**src/rtl/duck_motion_ctl.sv**
```systemverilog
// Duck motion controller: spawns a duck, moves it across the screen once per
// frame, handles a shot duck falling to the ground, and reports escape/landing.
module duck_motion_ctl #(
  parameter int unsigned X_MAX      = 960,
  parameter int unsigned Y_START    = 600,
  parameter int unsigned H_SPEED    = 4,
  parameter int unsigned FALL_SPEED = 8
) (
  input  logic       clk,
  input  logic       rst,
  input  logic       frame_tick,
  input  logic       spawn,
  input  logic       hit,
  input  logic       rnd_direction,
  input  logic [9:0] rnd_start_pos,
  input  logic [4:0] rnd_vspeed,
  output logic [9:0] duck_x,
  output logic [9:0] duck_y,
  output logic       duck_dir,
  output logic       duck_visible,
  output logic       busy,
  output logic       escaped,
  output logic       fallen
);

  typedef enum logic [1:0] {IDLE, FLY, FALL} state_t;

  state_t     state;
  logic [4:0] vspeed;

  logic [10:0] x_ext, y_ext, vs_ext;
  logic [10:0] x_right, y_fall;
  logic        right_over, left_under, y_escape, y_land;
  logic [9:0]  spawn_x;
  logic [4:0]  spawn_vs;

  // Widened arithmetic and boundary decisions for the current position.
  always_comb begin
    x_ext      = {1'b0, duck_x};
    y_ext      = {1'b0, duck_y};
    vs_ext     = {6'b0, vspeed};
    x_right    = x_ext + 11'(H_SPEED);
    y_fall     = y_ext + 11'(FALL_SPEED);
    right_over = x_right > 11'(X_MAX);
    left_under = x_ext < 11'(H_SPEED);
    y_escape   = y_ext < vs_ext;
    y_land     = y_fall >= 11'(Y_START);
    spawn_x    = ({1'b0, rnd_start_pos} > 11'(X_MAX)) ? 10'(X_MAX) : rnd_start_pos;
    spawn_vs   = (rnd_vspeed == '0) ? 5'd1 : rnd_vspeed;
  end

  // State machine with all outputs registered; hit outranks frame_tick in FLY.
  always_ff @(posedge clk) begin
    if (rst) begin
      state        <= IDLE;
      duck_x       <= '0;
      duck_y       <= '0;
      duck_dir     <= 1'b0;
      duck_visible <= 1'b0;
      busy         <= 1'b0;
      escaped      <= 1'b0;
      fallen       <= 1'b0;
      vspeed       <= '0;
    end else begin
      escaped <= 1'b0;
      fallen  <= 1'b0;
      case (state)
        IDLE: begin
          if (spawn) begin
            state        <= FLY;
            duck_x       <= spawn_x;
            duck_y       <= 10'(Y_START);
            duck_dir     <= rnd_direction;
            vspeed       <= spawn_vs;
            duck_visible <= 1'b1;
            busy         <= 1'b1;
          end
        end
        FLY: begin
          if (hit) begin
            state <= FALL;
          end else if (frame_tick) begin
            if (duck_dir) begin
              if (right_over) begin
                duck_x   <= 10'(X_MAX);
                duck_dir <= 1'b0;
              end else begin
                duck_x <= x_right[9:0];
              end
            end else begin
              if (left_under) begin
                duck_x   <= '0;
                duck_dir <= 1'b1;
              end else begin
                duck_x <= duck_x - 10'(H_SPEED);
              end
            end
            if (y_escape) begin
              duck_y       <= '0;
              escaped      <= 1'b1;
              state        <= IDLE;
              duck_visible <= 1'b0;
              busy         <= 1'b0;
            end else begin
              duck_y <= duck_y - {5'b0, vspeed};
            end
          end
        end
        FALL: begin
          if (frame_tick) begin
            if (y_land) begin
              duck_y       <= 10'(Y_START);
              fallen       <= 1'b1;
              state        <= IDLE;
              duck_visible <= 1'b0;
              busy         <= 1'b0;
            end else begin
              duck_y <= y_fall[9:0];
            end
          end
        end
        default: state <= IDLE;
      endcase
    end
  end

endmodule

```
**config.mk**
```make
export PLATFORM = sky130hd
export DESIGN_NAME = duck_motion_ctl
export DESIGN_NICKNAME = d
export VERILOG_FILES = /design/src/rtl/duck_motion_ctl.sv
export SDC_FILE = /design/constraint.sdc
export NUM_CORES = 1
export LEC_CHECK = 0
export CAP_MARGIN = 40
export CORE_MARGIN = 4
export CORE_UTILIZATION = 30
export CTS_BUF_LIST = sky130_fd_sc_hd__clkbuf_16
export DETAILED_ROUTE_END_ITERATION = 8
export PLACE_DENSITY = 0.5
export REMOVE_ABC_BUFFERS = 1
export SYNTH_ARGS = -nofsm -noshare
export SYNTH_HDL_FRONTEND = slang
export SYNTH_SLANG_ARGS = --single-unit
```
**constraint.sdc**
```tcl
create_clock -name clk -period 3.3 [get_ports clk]
set_clock_uncertainty 0.2 [all_clocks]
set_input_delay 0.66 -clock clk [delete_from_list [all_inputs] [get_ports clk]]
set_output_delay 0.66 -clock clk [all_outputs]
set_load 0.05 [all_outputs]
```
Yosys cells after proc, flatten, opt, wreduce, memory -nomap -nowiden
Cells that the tools add are included.
- bitwise operators: 3
- muxes and demuxes: 39
- add/subtract/negate cells: 4
- reductions and logical operators: 11
- magnitude comparators: 5
- eq/ne operators: 10
- operators by type and width (cell ; number):
    $mux W10 ; 13
    $pmux W10 S3 ; 1
    $pmux W10 S2 ; 1
    $mux W1 ; 14
    $mux W2 ; 6
    $ne A2 B2 Y1 const B ; 6
    $add A10 B3 Y11 const B ; 1
    $add A10 B4 Y11 const B ; 1
    $ge A11 B10 Y1 const B ; 1
    $gt A11 B10 Y1 const B ; 1
    $gt A10 B10 Y1 const B ; 1
    $lt A10 B3 Y1 const B ; 1
    $lt A10 B5 Y1 ; 1
    $reduce_and A5 Y1 ; 2
    $sub A10 B3 Y10 const B ; 1
    $sub A10 B5 Y10 ; 1
    $reduce_and A7 Y1 ; 1
    $ne A3 B3 Y1 const B ; 2
    $pmux W2 S3 ; 1
    $logic_not A5 Y1 ; 1
    $mux W5 ; 1
    $reduce_and A4 Y1 ; 1
    $reduce_or A4 Y1 ; 1
    $not A1 Y1 ; 3
    9 further kinds ; 9
- register bits after elaboration: 31
- output and inout bits: 25
- input port bits: 21
- logic and storage cells: 80

Longest topological paths before layout
Gate-level depths: netlist of the first run.
- depth in word-level cells: 7
- mapped depth: 10
- gate-level depth less buffers: 9

Worst setup path after synthesis of the first run
OpenSTA, ideal clock, no wires.
- path type: register to register
- from: register duck_y[3]
- to: register duck_y[5]
- clock period less this slack: 2.670 ns
- stages on the path, launching flop included: 9
- slack: 0.630 ns
- data required time: 3.014 ns
- setup time: 0.086 ns
- buffers on the path: 0
- data arrival time: 2.384 ns
- cells stage by stage: dfxtp_1 inv_1 ha_1 nor2_1 a211o_1 a211oi_4 a31o_2 a32oi_1 a221oi_2
- word-level cells in the longest chain between the ends: 5
- elaborated cells between the ends (all ways): 10
- those cells by class: add/sub (2); order compare (2); mux (6)
- RTL lines (what ; line ; text):
    start: declaration ; 18 ; output logic [9:0] duck_y,
    start signal: assignment ; 72 ; duck_y <= 10'(Y_START);
    start signal: assignment ; 105 ; duck_y <= duck_y - {5'b0, vspeed};
    start signal: assignment ; 112 ; duck_y <= 10'(Y_START);
    $add A10 B4 Y11 (tied with other cells) ; 43 ; y_fall = y_ext + 11'(FALL_SPEED);
    $ge A11 B10 Y1 / $mux W10 (equally long branches) ; 47, 98 ;
    $mux W10, on equally long branches ; 111, 82 ;
    $mux W10, on equally long branches ; 110, 80 ;
    $pmux W10 S3 (*) ; 67 ; case (state)
Mark *: on every way between the ends. The rest lies on a longest branch, timed or not. The select of a mux whose other input is x is not followed.
A chain may end at the register's enable or synchronous reset.

Worst setup path in the final report of the first run
- from: input frame_tick
- to: register duck_x[8]
- word-level cells in the longest chain between the ends: 2
- RTL lines (what ; line ; text):
    start: declaration ; 11 ; input logic frame_tick,
    $ne A2 B2 Y1 (no source line) ; - ;
    $reduce_and A4 Y1 (no source line) ; - ;
    end signal: assignment ; 71 ; duck_x <= spawn_x;
    end signal: assignment ; 85 ; duck_x <= 10'(X_MAX);
    end signal: assignment ; 88 ; duck_x <= x_right[9:0];
    end: declaration ; 17 ; output logic [9:0] duck_x,
Every way passes these cells.

==> impl_metrics.json, run 1 <==
{
  "postCtsHoldBufs": 0,
  "setup_viol": 0,
  "timing.fmax_mhz": 357,
  "crit_family": "compound AO/OA/AOI/OAI gates",
  "synth.avg_cell_area_um2": 7.80,
  "end_kind": "flop",
  "ys_types": 69,
  "firstDrtPassIters": 4,
  "period_needed_ns": 2.80,
  "synth_area_leader_cell": "dfxtp_1",
  "num_rows": 33,
  "synth-seq-area-share_pct": 23.5,
  "r2r_slack_ns": 0.63,
  "cp-start-kind": "input pin",
  "power_mw": 3.31,
  "grt_pass1_wl_um": 12800,
  "grt_max_degree": 19,
  "critPathSlowestCell": "clkdlybuf4s50_1",
  "drv_cap": 0,
  "clockRootBuffer": "clkbuf_16",
  "die_w_um": 102,
  "crit_type": "in -> reg",
  "diodes": 0,
  "slew_headroom_pct": 54.8,
  "powerDensity_nw_per_um2": 994,
  "synth-seq-cells": 31,
  "antenna_found_initial": 0,
  "route.detailed.drc": 0,
  "cts_buffers": 5,
  "cts-htree-levels": 2,
  "tns_ns": 0,
  "crit_chain": "clkdlybuf4s50_1 -> nand2b_1 -> a211oi_2 -> buf_4 -> nor2_1 -> a211oi_1 -> o41ai_1 -> a31oi_1",
  "drtIter0Drc": 183,
  "synth_edf_count": 0,
  "clk_pin_slew_ns": 0.06,
  "rsz0062_at_grt": "no",
  "io_pins": 46,
  "post_cts_buffers": 0,
  "required_ns": 3.30,
  "worstMarginPinSlew_ns": 0.675,
  "cts_sinks": 31,
  "p_leak_nw": 1.20,
  "grt_remaining_overflow": 0,
  "nNetsFinal": 410,
  "crit_fanout": 11,
  "fp.coreArea_um2": 8380,
  "ys.flop_type": "dfxtp_1",
  "final-hold-violation-count": 0,
  "place_hpwl_um": 5790,
  "gp_congestion": 0.837,
  "cts_resized": 0,
  "path_buf_inv": 2,
  "detail_route.wl_per_cell_um": 15.8,
  "floorplan.die.height_um": 102,
  "vias": 2632,
  "syn_area_um2": 2640,
  "synth_async_sr_flop_share_pct": 0,
  "clock_latency_ns": 0.28,
  "tritoncts": "yes",
  "nFillCells": 878,
  "hp-class": "reg -> reg",
  "clockBufferDepth": 2,
  "outcome": "complete, no violations",
  "area_growth_pct": 26.4,
  "slew_violations": 0,
  "io_buffers": 45,
  "fin_crit_sh_pct": 84.8,
  "synth_top_area_share_pct": 23.5,
  "antenna_left": 0,
  "netlist_instances": 338,
  "start_util_pct": 31.5,
  "global_route.usage.total_pct": 15.5,
  "drive_above_1_share_pct": 7.47,
  "post_layout_nonfiller_instances": 480,
  "grt_pass1_vias": 2453,
  "fp.dieArea_um2": 10400,
  "wl_um": 7600,
  "slowest_delay_ns": 0.60,
  "vdd_drop_max_v": 0.000463,
  "synth_warnings": 0,
  "dpl.cell_count": 472,
  "cp.arrival_ns": 2.80,
  "yosys-top-cells-area": "dfxtp_1, ha_1, nor2_1",
  "viasPerCell": 5.48
}
-- worst register-to-register path, stage by stage, from the launching register on --
cell and delay [ns]:
dfxtp_1 0.38, inv_1 0.06, ha_1 0.22, fa_1 0.41
nor2b_1 0.17, o31a_1 0.34, o41a_1 0.37, o21a_1 0.17
o21ai_1 0.05, a31oi_1 0.21
-- final timing paths --
| check | end | depth (start not counted) | startpoint |
|---|---|---|---|
| worst max-delay path | duck_x[8] | 8 | frame_tick |
| worst min-delay path | vspeed[3] | 2 | vspeed[3] |
| worst max register to register | duck_y[6] | 9 | duck_y[0] |
| worst min register to register | vspeed[3] | 2 | vspeed[3] |
-- logic make-up (layout without fill, tap and decap cells) --
family                     Yosys count  in the layout  synth area share [%]
adders and majority gates           15             15                  7.40
muxes                                6              6                  2.32
xor gates and xnor gates            12             12                  3.99
and+or+nand+nor                    126            126                  24.9
buffers and inverters               43             80                  6.69
DFF                                 31             31                  23.5
AOI/OAI and AO/OA                  105            105                  31.2
-- sequential cells by signal, summed over array words and instances (netlist names) --
| signal | flops |
|---|---|
| duck_y | 10 |
| fallen | 1 |
| duck_x | 10 |
| state | 2 |
| escaped | 1 |
| vspeed | 5 |
| duck_dir | 1 |
| busy | 1 |
-- Yosys cell counts (4+ instances only) --
master,instances
a211oi_1,7
a21boi_0,4
a21oi_1,22
a31oi_1,5
and2_1,4
and3_1,4
and4_1,4
clkbuf_1,16
dfxtp_1,31
ha_1,14
inv_1,20
mux2i_1,5
nand2_1,29
nand3_1,8
nand3b_1,4
nand4_1,6
nor2_1,32
nor2b_1,5
nor3_1,8
nor4_1,4
o21ai_0,15
o41ai_1,5
xnor2_1,9
-- per-layer routing --
metal  share of wire [%]  global-route usage (%)
met1                  52                    23.9
met2                  41                    21.8
met3                 6.0                    3.24
met4                0.97                    3.99
met5                   0                       0
-- cell usage in the layout, fill, tap and decap left out, types with 6 or more instances in the layout --
| master | synthesis | routed |
|---|---|---|
| nand3_1 | 8 | 8 |
| a21oi_1 | 22 | 22 |
| a211oi_1 | 7 | 7 |
| inv_1 | 20 | 20 |
| ha_1 | 14 | 14 |
| nor3_1 | 8 | 8 |
| xnor2_1 | 9 | 9 |
| buf_4 | 1 | 7 |
| o21ai_0 | 15 | 15 |
| dfxtp_1 | 31 | 31 |
| nand4_1 | 6 | 6 |
| nor2_1 | 32 | 32 |
| clkdlybuf4s50_1 | 0 | 45 |
| nand2_1 | 29 | 29 |
-- layout make-up --
| cell class | count | area (um^2) | share of cell area (%) |
|---|---|---|---|
| multi-input combinational | 264 | 1840 | 55.2 |
| sequential | 31 | 621 | 18.6 |
| timing repair buffer | 52 | 503 | 15.1 |
| tap | 105 | 131 | 3.94 |
| clock buffer | 5 | 125 | 3.75 |
| inverter | 20 | 75.1 | 2.25 |
| clock inverter | 3 | 38.8 | 1.16 |
-- power breakdown --
group	internal, mW	total [mW]	switching [mW]
sequential	0.483	0.726	0.243
clock	0.352	0.523	0.172
combinational	0.817	2.07	1.25
-- per-stage QoR --
stage          setup WS (ns)  area (um^2)  util (%)  hold slack, ns
3_3_place_gp           0.296         3170      37.8           0.247
2_1_floorplan          0.453         2540         -           0.230
5_1_grt                0.332         3330      39.8           0.279
4_1_cts                0.527         3330      39.8           0.257
3_5_place_dp           0.253         3170      37.8           0.248
6_report               0.503         3330      39.8           0.255
Note: power is estimated with default switching activity, not from simulation.
==> run 2: changes to the inputs <==
--- a/config.mk
+++ b/config.mk
@@ -10,7 +10,7 @@
 export CORE_UTILIZATION = 30
 export CTS_BUF_LIST = sky130_fd_sc_hd__clkbuf_16
 export DETAILED_ROUTE_END_ITERATION = 8
-export PLACE_DENSITY = 0.5
+export PLACE_DENSITY = 0.52
 export REMOVE_ABC_BUFFERS = 1
 export SYNTH_ARGS = -nofsm -noshare
 export SYNTH_HDL_FRONTEND = slang
==> constraint.sdc (replaced) <==
create_clock -name clk -period 2.26 [get_ports clk]
set_clock_uncertainty 0.2 [all_clocks]
set_input_delay 0.452 -clock clk [delete_from_list [all_inputs] [get_ports clk]]
set_output_delay 0.452 -clock clk [all_outputs]
set_load 0.05 [all_outputs]
==> run 2 against run 1 <==
The flow now finishes with violations (negative setup slack). Sequential cell count unchanged. Die area unchanged. Final cell count increased by 18%. Hold slack got worse by 0.0038 ns. Design area increased by 26%. Wire length increased by 17%. Clock power increased by 23%. Largest power group unchanged. Highest routed layer unchanged.
==> impl_metrics.json, run 2 (synthesized netlist as in run 1, its figures left out) <==
{
  "outcome": "finished, violations left",
  "failed_checks": "negative setup slack",
  "global_route.usage.total_pct": 16.9,
  "wl_um": 8880,
  "viasPerCell": 5.38,
  "clock_latency_ns": 0.27,
  "io_buffers": 45,
  "num_rows": 33,
  "grt_remaining_overflow": 0,
  "nFillCells": 816,
  "vdd_drop_max_v": 0.000850,
  "slew_headroom_pct": 66.3,
  "clockRootBuffer": "clkbuf_16",
  "layout_common_cells": "buf_4, nor2_1, nand2_1",
  "regArea_um2": 634,
  "dpl_cell_area_um2": 3670,
  "place_hpwl_um": 6610,
  "worstMarginPinSlew_ns": 0.505,
  "tns_ns": -0.0253,
  "firstDrtPassIters": 4,
  "drv_cap": 0,
  "setup_viol": 1,
  "crit_fanout": 6,
  "stdcell_area_um2": 4200,
  "drive_above_1_share_pct": 38.8,
  "powerDensity_nw_per_um2": 1420,
  "route.detailed.drc": 0,
  "clk_pin_slew_ns": 0.05,
  "end_kind": "flop",
  "start_util_pct": 31.5,
  "die_w_um": 102,
  "crit_type": "reg -> reg",
  "fp.dieArea_um2": 10400,
  "timing.fmax_mhz": 438,
  "vias": 3043,
  "nNetsFinal": 496,
  "antenna_found_initial": 0,
  "r2r_slack_ns": -0.03,
  "cts_sinks": 31,
  "multi_input_area_um2": 2090,
  "cts-htree-levels": 2,
  "diodes": 0,
  "drtIter0Drc": 185,
  "fp.coreArea_um2": 8380,
  "detail_route.wl_per_cell_um": 15.7,
  "cts_buffers": 5,
  "period_needed_ns": 2.29,
  "slew_violations": 0,
  "cp-start-kind": "flop",
  "hp-class": "reg -> reg",
  "cp.arrival_ns": 2.28,
  "area_growth_pct": 59.3,
  "rsz0062_at_grt": "yes",
  "grt_pass1_vias": 2910,
  "required_ns": 2.25,
  "setup_slack_ns": -0.0253,
  "p_leak_nw": 1.72,
  "io_pins": 46,
  "gp_congestion": 0.897,
  "floorplan.die.height_um": 102,
  "final-hold-violation-count": 0,
  "fin_crit_sh_pct": 101,
  "clockBufferDepth": 2,
  "grt_pass1_wl_um": 14000,
  "antenna_left": 0,
  "grt_max_degree": 23,
  "final_common_cell": "buf_4",
  "tritoncts": "yes",
  "reg_top3": "duck_x x10, duck_y x10, vspeed x5"
}
run 2: cell type report:
class                           instances  share of cell area, %
Inverter                               20                   1.91
Sequential cell                        31                   15.1
Clock inverter                          3                  0.268
Timing Repair Buffer                  138                   26.8
Multi-Input combinational cell        264                   49.8
Tap cell                              105                   3.13
Clock buffer                            5                   2.98
run 2: what timing repair did:
item,CTS,global route
hold buffers,0,0
pin swaps,17,17
hold endpoints to repair,0,0
endpoints found under the setup margin,14,22
setup buffers,7,7
resized for setup,25,52
run 2: path summary, 6_finish.rpt:
check,depth (start not counted),start,to
max,11,duck_y[0],duck_y[5]
min,2,vspeed[2],vspeed[2]
max reg2reg,11,duck_y[0],duck_y[5]
min reg2reg,2,vspeed[2],vspeed[2]
run 2: power breakdown:
group          switching (mW)  internal, mW  total, mW
sequential              0.232         0.719      0.950
clock                   0.245         0.396      0.642
combinational            2.35          2.01       4.36
total                    2.83          3.13       5.96
run 2: metrics by stage:
stage	setup WS, ns	util, %	power (mW)	hold WS (ns)	cells
6_report	-0.0253	50.1	5.96	0.251	566
3_3_place_gp	-0.448	43.8	4.64	0.243	545
5_1_grt	-0.116	50.1	6.38	0.293	566
2_1_floorplan	-0.587	-	3.17	0.230	315
3_5_place_dp	-0.523	43.8	4.66	0.247	545
4_1_cts	-0.0285	46.8	5.50	0.251	559
run 2: critical path, cell delays in order, from the launching register on:
cell      delay, ns
dfxtp_2        0.33
inv_2          0.05
ha_4           0.15
fa_2           0.34
nor2b_2        0.13
o31a_1         0.14
buf_6          0.14
o41ai_4        0.07
buf_4          0.18
nor2_4         0.08
a32oi_2        0.12
a221oi_2       0.27
run 2: layer usage:
metal / vias to the layer above / track usage, % / share of wire, %
met5: - / 0 / 0
met4: 0 / 4.50 / 1.4
met3: 12 / 2.62 / 3.7
met2: 77 / 27.4 / 45
met1: 1459 / 23.2 / 50
li1: 1495 / - / -
